[config.mk]
export PLATFORM = sky130hd
export DESIGN_NAME = dl_probe_scheduler
export DESIGN_NICKNAME = d
export VERILOG_FILES = /design/src/rtl/dl_probe_scheduler.sv
export SDC_FILE = /design/constraint.sdc
export NUM_CORES = 1
export LEC_CHECK = 0
export ABC_AREA = 1
export ABC_CLOCK_PERIOD_IN_PS = 4200
export CAP_MARGIN = 0
export CORE_ASPECT_RATIO = 1.2
export CORE_MARGIN = 2
export CORE_UTILIZATION = 30
export CTS_CLUSTER_DIAMETER = 150
export DETAILED_ROUTE_END_ITERATION = 12
export GPL_ROUTABILITY_DRIVEN = 0
export SLEW_MARGIN = 5
export SYNTH_ARGS = -nofsm -noshare
export SYNTH_HDL_FRONTEND = slang
export SYNTH_SLANG_ARGS = --single-unit
[constraint.sdc]
create_clock -name dl_clock -period 4.2 [get_ports dl_clock]
set_input_delay 0.84 -clock dl_clock [delete_from_list [all_inputs] [get_ports dl_clock]]
set_output_delay 0.84 -clock dl_clock [all_outputs]
set_load 0.02 [all_outputs]
[src/rtl/dl_probe_scheduler.sv]
// Deadlock probe sequencer: debounces blocked flags, launches a token probe from a
// round-robin origin, then confirms a deadlock or clears tokens and moves on.
module dl_probe_scheduler #(
    parameter int PROC_NUM      = 3,
    parameter int IDX_W         = 2,
    parameter int STABLE_CYCLES = 16,
    parameter int PROBE_TIMEOUT = 64
) (
    input  logic                dl_clock,
    input  logic                dl_reset,
    input  logic                all_finish,
    input  logic [PROC_NUM-1:0] dl_in_vec,
    input  logic [PROC_NUM-1:0] token_return_vec,
    output logic [PROC_NUM-1:0] origin,
    output logic                dl_detect_out,
    output logic                token_clear,
    output logic                deadlock_found,
    output logic [IDX_W-1:0]    deadlock_proc,
    output logic                busy
);

    localparam int SC_W = (STABLE_CYCLES > 1) ? $clog2(STABLE_CYCLES) : 1;
    localparam int PT_W = $clog2(PROBE_TIMEOUT);

    typedef enum logic [2:0] {
        ST_IDLE,
        ST_SETTLE,
        ST_PROBE,
        ST_CLEAR,
        ST_FOUND
    } state_t;

    state_t              state_q, state_d;
    logic [IDX_W-1:0]    rr_ptr_q, rr_ptr_d;
    logic [IDX_W-1:0]    sel_q, sel_d;
    logic [SC_W-1:0]     settle_cnt_q, settle_cnt_d;
    logic [PT_W-1:0]     probe_cnt_q, probe_cnt_d;
    logic [PROC_NUM-1:0] cand_prev_q, cand_prev_d;
    logic [PROC_NUM-1:0] origin_q, origin_d;
    logic                dl_detect_q, dl_detect_d;
    logic                token_clear_q, token_clear_d;
    logic                deadlock_found_q, deadlock_found_d;
    logic [IDX_W-1:0]    deadlock_proc_q, deadlock_proc_d;
    logic                busy_q, busy_d;

    logic [PROC_NUM-1:0] cand;
    logic [IDX_W-1:0]    rr_sel;
    logic                rr_hit;

    assign cand = dl_in_vec & ~{PROC_NUM{all_finish}};

    // Two passes: indices at or above rr_ptr first, then the wrapped-around low indices.
    always_comb begin
        rr_hit = 1'b0;
        rr_sel = '0;
        for (int unsigned j = 0; j < PROC_NUM; j++) begin
            if (!rr_hit && cand[j] && (IDX_W'(j) >= rr_ptr_q)) begin
                rr_hit = 1'b1;
                rr_sel = IDX_W'(j);
            end
        end
        for (int unsigned j = 0; j < PROC_NUM; j++) begin
            if (!rr_hit && cand[j]) begin
                rr_hit = 1'b1;
                rr_sel = IDX_W'(j);
            end
        end
    end

    always_comb begin
        state_d          = state_q;
        rr_ptr_d         = rr_ptr_q;
        sel_d            = sel_q;
        settle_cnt_d     = settle_cnt_q;
        probe_cnt_d      = probe_cnt_q;
        cand_prev_d      = cand_prev_q;
        origin_d         = origin_q;
        dl_detect_d      = dl_detect_q;
        token_clear_d    = 1'b0;
        deadlock_found_d = deadlock_found_q;
        deadlock_proc_d  = deadlock_proc_q;

        case (state_q)
            ST_IDLE: begin
                if (cand != '0) begin
                    state_d      = ST_SETTLE;
                    settle_cnt_d = '0;
                    cand_prev_d  = cand;
                end
            end
            ST_SETTLE: begin
                if (cand == '0) begin
                    state_d = ST_IDLE;
                end else if (cand != cand_prev_q) begin
                    settle_cnt_d = '0;
                    cand_prev_d  = cand;
                end else if (settle_cnt_q == SC_W'(STABLE_CYCLES - 1)) begin
                    state_d     = ST_PROBE;
                    sel_d       = rr_sel;
                    origin_d    = PROC_NUM'(1) << rr_sel;
                    dl_detect_d = 1'b1;
                    probe_cnt_d = '0;
                end else begin
                    settle_cnt_d = settle_cnt_q + 1'b1;
                end
            end
            // origin_q is one-hot on sel_q here, so masking replaces a variable index.
            ST_PROBE: begin
                if ((token_return_vec & origin_q) != '0) begin
                    state_d          = ST_FOUND;
                    deadlock_found_d = 1'b1;
                    deadlock_proc_d  = sel_q;
                end else if (all_finish || ((dl_in_vec & origin_q) == '0) ||
                             (probe_cnt_q == PT_W'(PROBE_TIMEOUT - 1))) begin
                    state_d       = ST_CLEAR;
                    token_clear_d = 1'b1;
                    origin_d      = '0;
                    dl_detect_d   = 1'b0;
                    rr_ptr_d      = (sel_q == IDX_W'(PROC_NUM - 1)) ? '0 : sel_q + 1'b1;
                end else begin
                    probe_cnt_d = probe_cnt_q + 1'b1;
                end
            end
            ST_CLEAR: begin
                state_d = ST_IDLE;
            end
            ST_FOUND: begin
                state_d = ST_FOUND;
            end
            default: begin
                state_d = ST_IDLE;
            end
        endcase

        busy_d = (state_d != ST_IDLE);
    end

    always_ff @(posedge dl_clock or negedge dl_reset) begin
        if (!dl_reset) begin
            state_q          <= ST_IDLE;
            rr_ptr_q         <= '0;
            sel_q            <= '0;
            settle_cnt_q     <= '0;
            probe_cnt_q      <= '0;
            cand_prev_q      <= '0;
            origin_q         <= '0;
            dl_detect_q      <= 1'b0;
            token_clear_q    <= 1'b0;
            deadlock_found_q <= 1'b0;
            deadlock_proc_q  <= '0;
            busy_q           <= 1'b0;
        end else begin
            state_q          <= state_d;
            rr_ptr_q         <= rr_ptr_d;
            sel_q            <= sel_d;
            settle_cnt_q     <= settle_cnt_d;
            probe_cnt_q      <= probe_cnt_d;
            cand_prev_q      <= cand_prev_d;
            origin_q         <= origin_d;
            dl_detect_q      <= dl_detect_d;
            token_clear_q    <= token_clear_d;
            deadlock_found_q <= deadlock_found_d;
            deadlock_proc_q  <= deadlock_proc_d;
            busy_q           <= busy_d;
        end
    end

    assign origin         = origin_q;
    assign dl_detect_out  = dl_detect_q;
    assign token_clear    = token_clear_q;
    assign deadlock_found = deadlock_found_q;
    assign deadlock_proc  = deadlock_proc_q;
    assign busy           = busy_q;

endmodule

==> impl_metrics.toml <==
[status]
status = "finished, final reports clean"

[clock_tree]
clockBufferDepth = 2
cts_tree = "done"
insertion_delay_ns = 0.28
numCtsBuffers = 5
cts_root_buf = "clkbuf_8"
post_cts_buffers = 0
h-tree-depth = 2
numClockSinks = 29
hold_buffers = 0
cts.clk_slew.worst_paths_ns = 0.06
cts_resized = 0

[yosys]
synth_fa_ha_area_share_pct = 1.50
synth_nets = 228
synth_cell_type_count = 25
synth-compound-area-share_pct = 4.05
yosysTopAreaCell = "dfrtp_1"
synth_top_family_by_area = "simple AND/OR/NAND/NOR gates"
yosys.area_share.simple_pct = 41.7
ys_ff_latch = 29
ys_seq_area_share_pct = 43.5
yosys_warnings = 0
synth_top_area_share_pct = 43.5
synth_cells = 217
yosys.area_share.xor_xnor_pct = 3.15
synthTopCellsByArea = "dfrtp_1 (43%), nand2_1 (18%), nand3_1 (5.4%)"
synth_mux_area_share_pct = 0
avgSynthCellArea_um2 = 7.69
synth_area_mm2 = 0.00167

[finish]
diodes = 0
design_area_mm2 = 0.00200
finalNetCount = 252
syn2layout_area_growth_pct = 19.6
drive_gt1_share_pct = 14.9

[flow_run]
drv_cap = 0

[routing]
wire_per_inst_um = 11.9
vias_per_cell = 4.64
vias = 1412
final_antenna_net_count = 0
routed_wl_um = 3610
drt_pass1_iterations = 4
drt_iter0_drc = 70
drc = 0

[floorplan]
dieArea_mm2 = 0.00618
core_area_mm2 = 0.00533
dieHeight_um = 85.7
rows = 29
die_w_um = 72.1
start_util_pct = 31.3
io_pins = 18

[global_route]
grt_max_degree = 30
grt_pass1_wl_um = 6230
overflow = 0
gr-usage-all-layers_pct = 13.0
grt_pass1_vias = 1405
antenna_found_initial = 0

[worst_setup_path]
path_cells = "clkdlybuf4s50_1 > inv_1 > nor2_1 > nand2_1 > nand2_1 > nand3_2 > nand2_2 > nand3_2 > nand2_2 > nand3_1"
crit_type = "input pin to flip-flop"
crit_fanout = 7
critPathRequiredTime_ns = 4.35
r2r_slack_ns = 2.52
end_kind = "flip-flop"
crit_path_max_incr_delay_ns = 0.52
crit_path_start_kind = "input pin"
critPathSlowestCell = "clkdlybuf4s50_1"
worstPathArrival_ns = 2.46

[sta]
rsz0062_at_grt = "false"
fin_crit_ns = 2.31
whs_ns = 0.460
relSlewSlack_pct = 74.4
setup_viol = 0
tightest_slew_ns = 0.383
hold_viol_final = 0
finalSetupTns_ns = 0
skew_ns = 0.0116
worst_slack_ns = 1.89
max_freq_mhz = 433
slew_viol_final = 0
fin_crit_sh_pct = 55.0

[power_and_ir_drop]
p_leak_nw = 0.959
power.density_mw_per_mm2 = 378
p_comb_share_pct = 26.9
p_switching_uw = 259
p_int_uw = 496
pwr-share-clk_pct = 29.4
switching_share_pct = 34.3
max-vdd-ir-drop_mv = 0.0992
power_frac_seq_pct = 43.7

[placement]
post-dp-hpwl_um = 2740
postPlaceCellArea_mm2 = 0.00191
io_buffers = 17
dp_worst_setup_slack_ns = 1.62

[min_path]
hold_class = "flip-flop to flip-flop"
==> critical path: cells and delay by family <==
family	cells	cell delay (ns)
buffers and inverters	2	0.57
AND/OR/NAND/NOR	8	1.03
==> synth_stat cells <==
| cell | instances |
|---|---|
| o31ai_1 | 1 |
| xnor2_1 | 4 |
| dfrtp_1 | 29 |
| nor2_4 | 3 |
| inv_2 | 3 |
| nor2_2 | 1 |
| inv_1 | 18 |
| o22ai_1 | 1 |
| nand2_1 | 80 |
| nor3_4 | 2 |
| ha_1 | 2 |
| o21ai_2 | 1 |
| a21oi_1 | 2 |
| nand3_2 | 7 |
| buf_6 | 1 |
| o21ai_0 | 7 |
| xor2_1 | 2 |
| nor3_1 | 5 |
| nand3_1 | 18 |
| or2_2 | 1 |
| nor2_1 | 16 |
| and2_4 | 1 |
| nand2_2 | 7 |
| nand4_1 | 3 |
| inv_4 | 2 |
==> final cells by class <==
cell class                      instances  area, um^2
Tap cell                               62        77.6
Timing Repair Buffer                   18         178
Multi-Input combinational cell        164         841
Fill cell                             548        3340
Inverter                               23        91.3
Sequential cell                        29         726
Clock inverter                          2        10.0
Clock buffer                            6        72.6
==> sequential cells by signal (all words and copies together) (netlist names) <==
register,flops
busy,1
cand_prev_q,3
deadlock_found,1
deadlock_proc,2
dl_detect_out,1
origin,3
probe_cnt_q,6
rr_ptr_q,2
sel_q,2
settle_cnt_q,4
state_q,3
token_clear,1
==> per-stage QoR <==
step	power (mW)	utilization (%)	instances
after floorplan	0.460	-	217
after global placement	0.537	35.9	296
after detailed placement	0.540	35.9	296
after CTS	0.766	37.4	304
after global routing	0.804	37.4	304
final	0.754	37.4	304
==> logic make-up (layout without fill, tap and decap cells) <==
logic type,Yosys count,count (layout)
adders and majority gates,2,2
DFF,29,29
buffers and inverters,24,49
and+or+nand+nor,144,144
xor gates and xnor gates,6,6
AOI/OAI and AO/OA,12,12
==> layer usage <==
metal  up-vias  share of wire, %  track usage (%)
li1        734                 -                -
met1       654                43             14.4
met2        17                52             23.1
met3         7               2.0             2.94
met4         0               2.2             6.35
met5         -                 0                0
==> worst paths after layout <==
| kind | from | cells past startpoint | end |
|---|---|---|---|
| worst max-delay path | dl_in_vec[0] | 10 | busy |
| worst min-delay path | deadlock_found | 2 | deadlock_found |
| worst max register to register | probe_cnt_q[0] | 11 | origin[0] |
| worst min register to register | deadlock_found | 2 | deadlock_found |
| max in group asynchronous | dl_reset | 2 | settle_cnt_q[2] |
| min in group asynchronous | dl_reset | 2 | probe_cnt_q[4] |
==> power groups by stage <==
stage / Clock (mW) / Combinational [mW] / Sequential [mW]
2_1_floorplan: 0 / 0.110 / 0.350
3_3_place_gp: 0 / 0.203 / 0.334
3_5_place_dp: 0 / 0.205 / 0.335
4_1_cts: 0.231 / 0.206 / 0.330
5_1_grt: 0.243 / 0.228 / 0.334
6_report: 0.222 / 0.203 / 0.329
==> cells in the final DEF (no fill, tap or decap), types with 2 or more instances in the layout <==
cell,n
nand3_1,18
inv_2,3
clkinv_2,2
xor2_1,2
nor3_4,2
clkdlybuf4s50_1,17
clkbuf_8,5
nand3_2,7
nor2_4,3
a21oi_1,2
dfrtp_1,29
inv_1,18
nor2_1,16
nand2_2,7
inv_4,2
o21ai_0,7
ha_1,2
xnor2_1,4
nand2_1,80
nand4_1,3
nor3_1,5
Power figures use the tool's default switching activity.
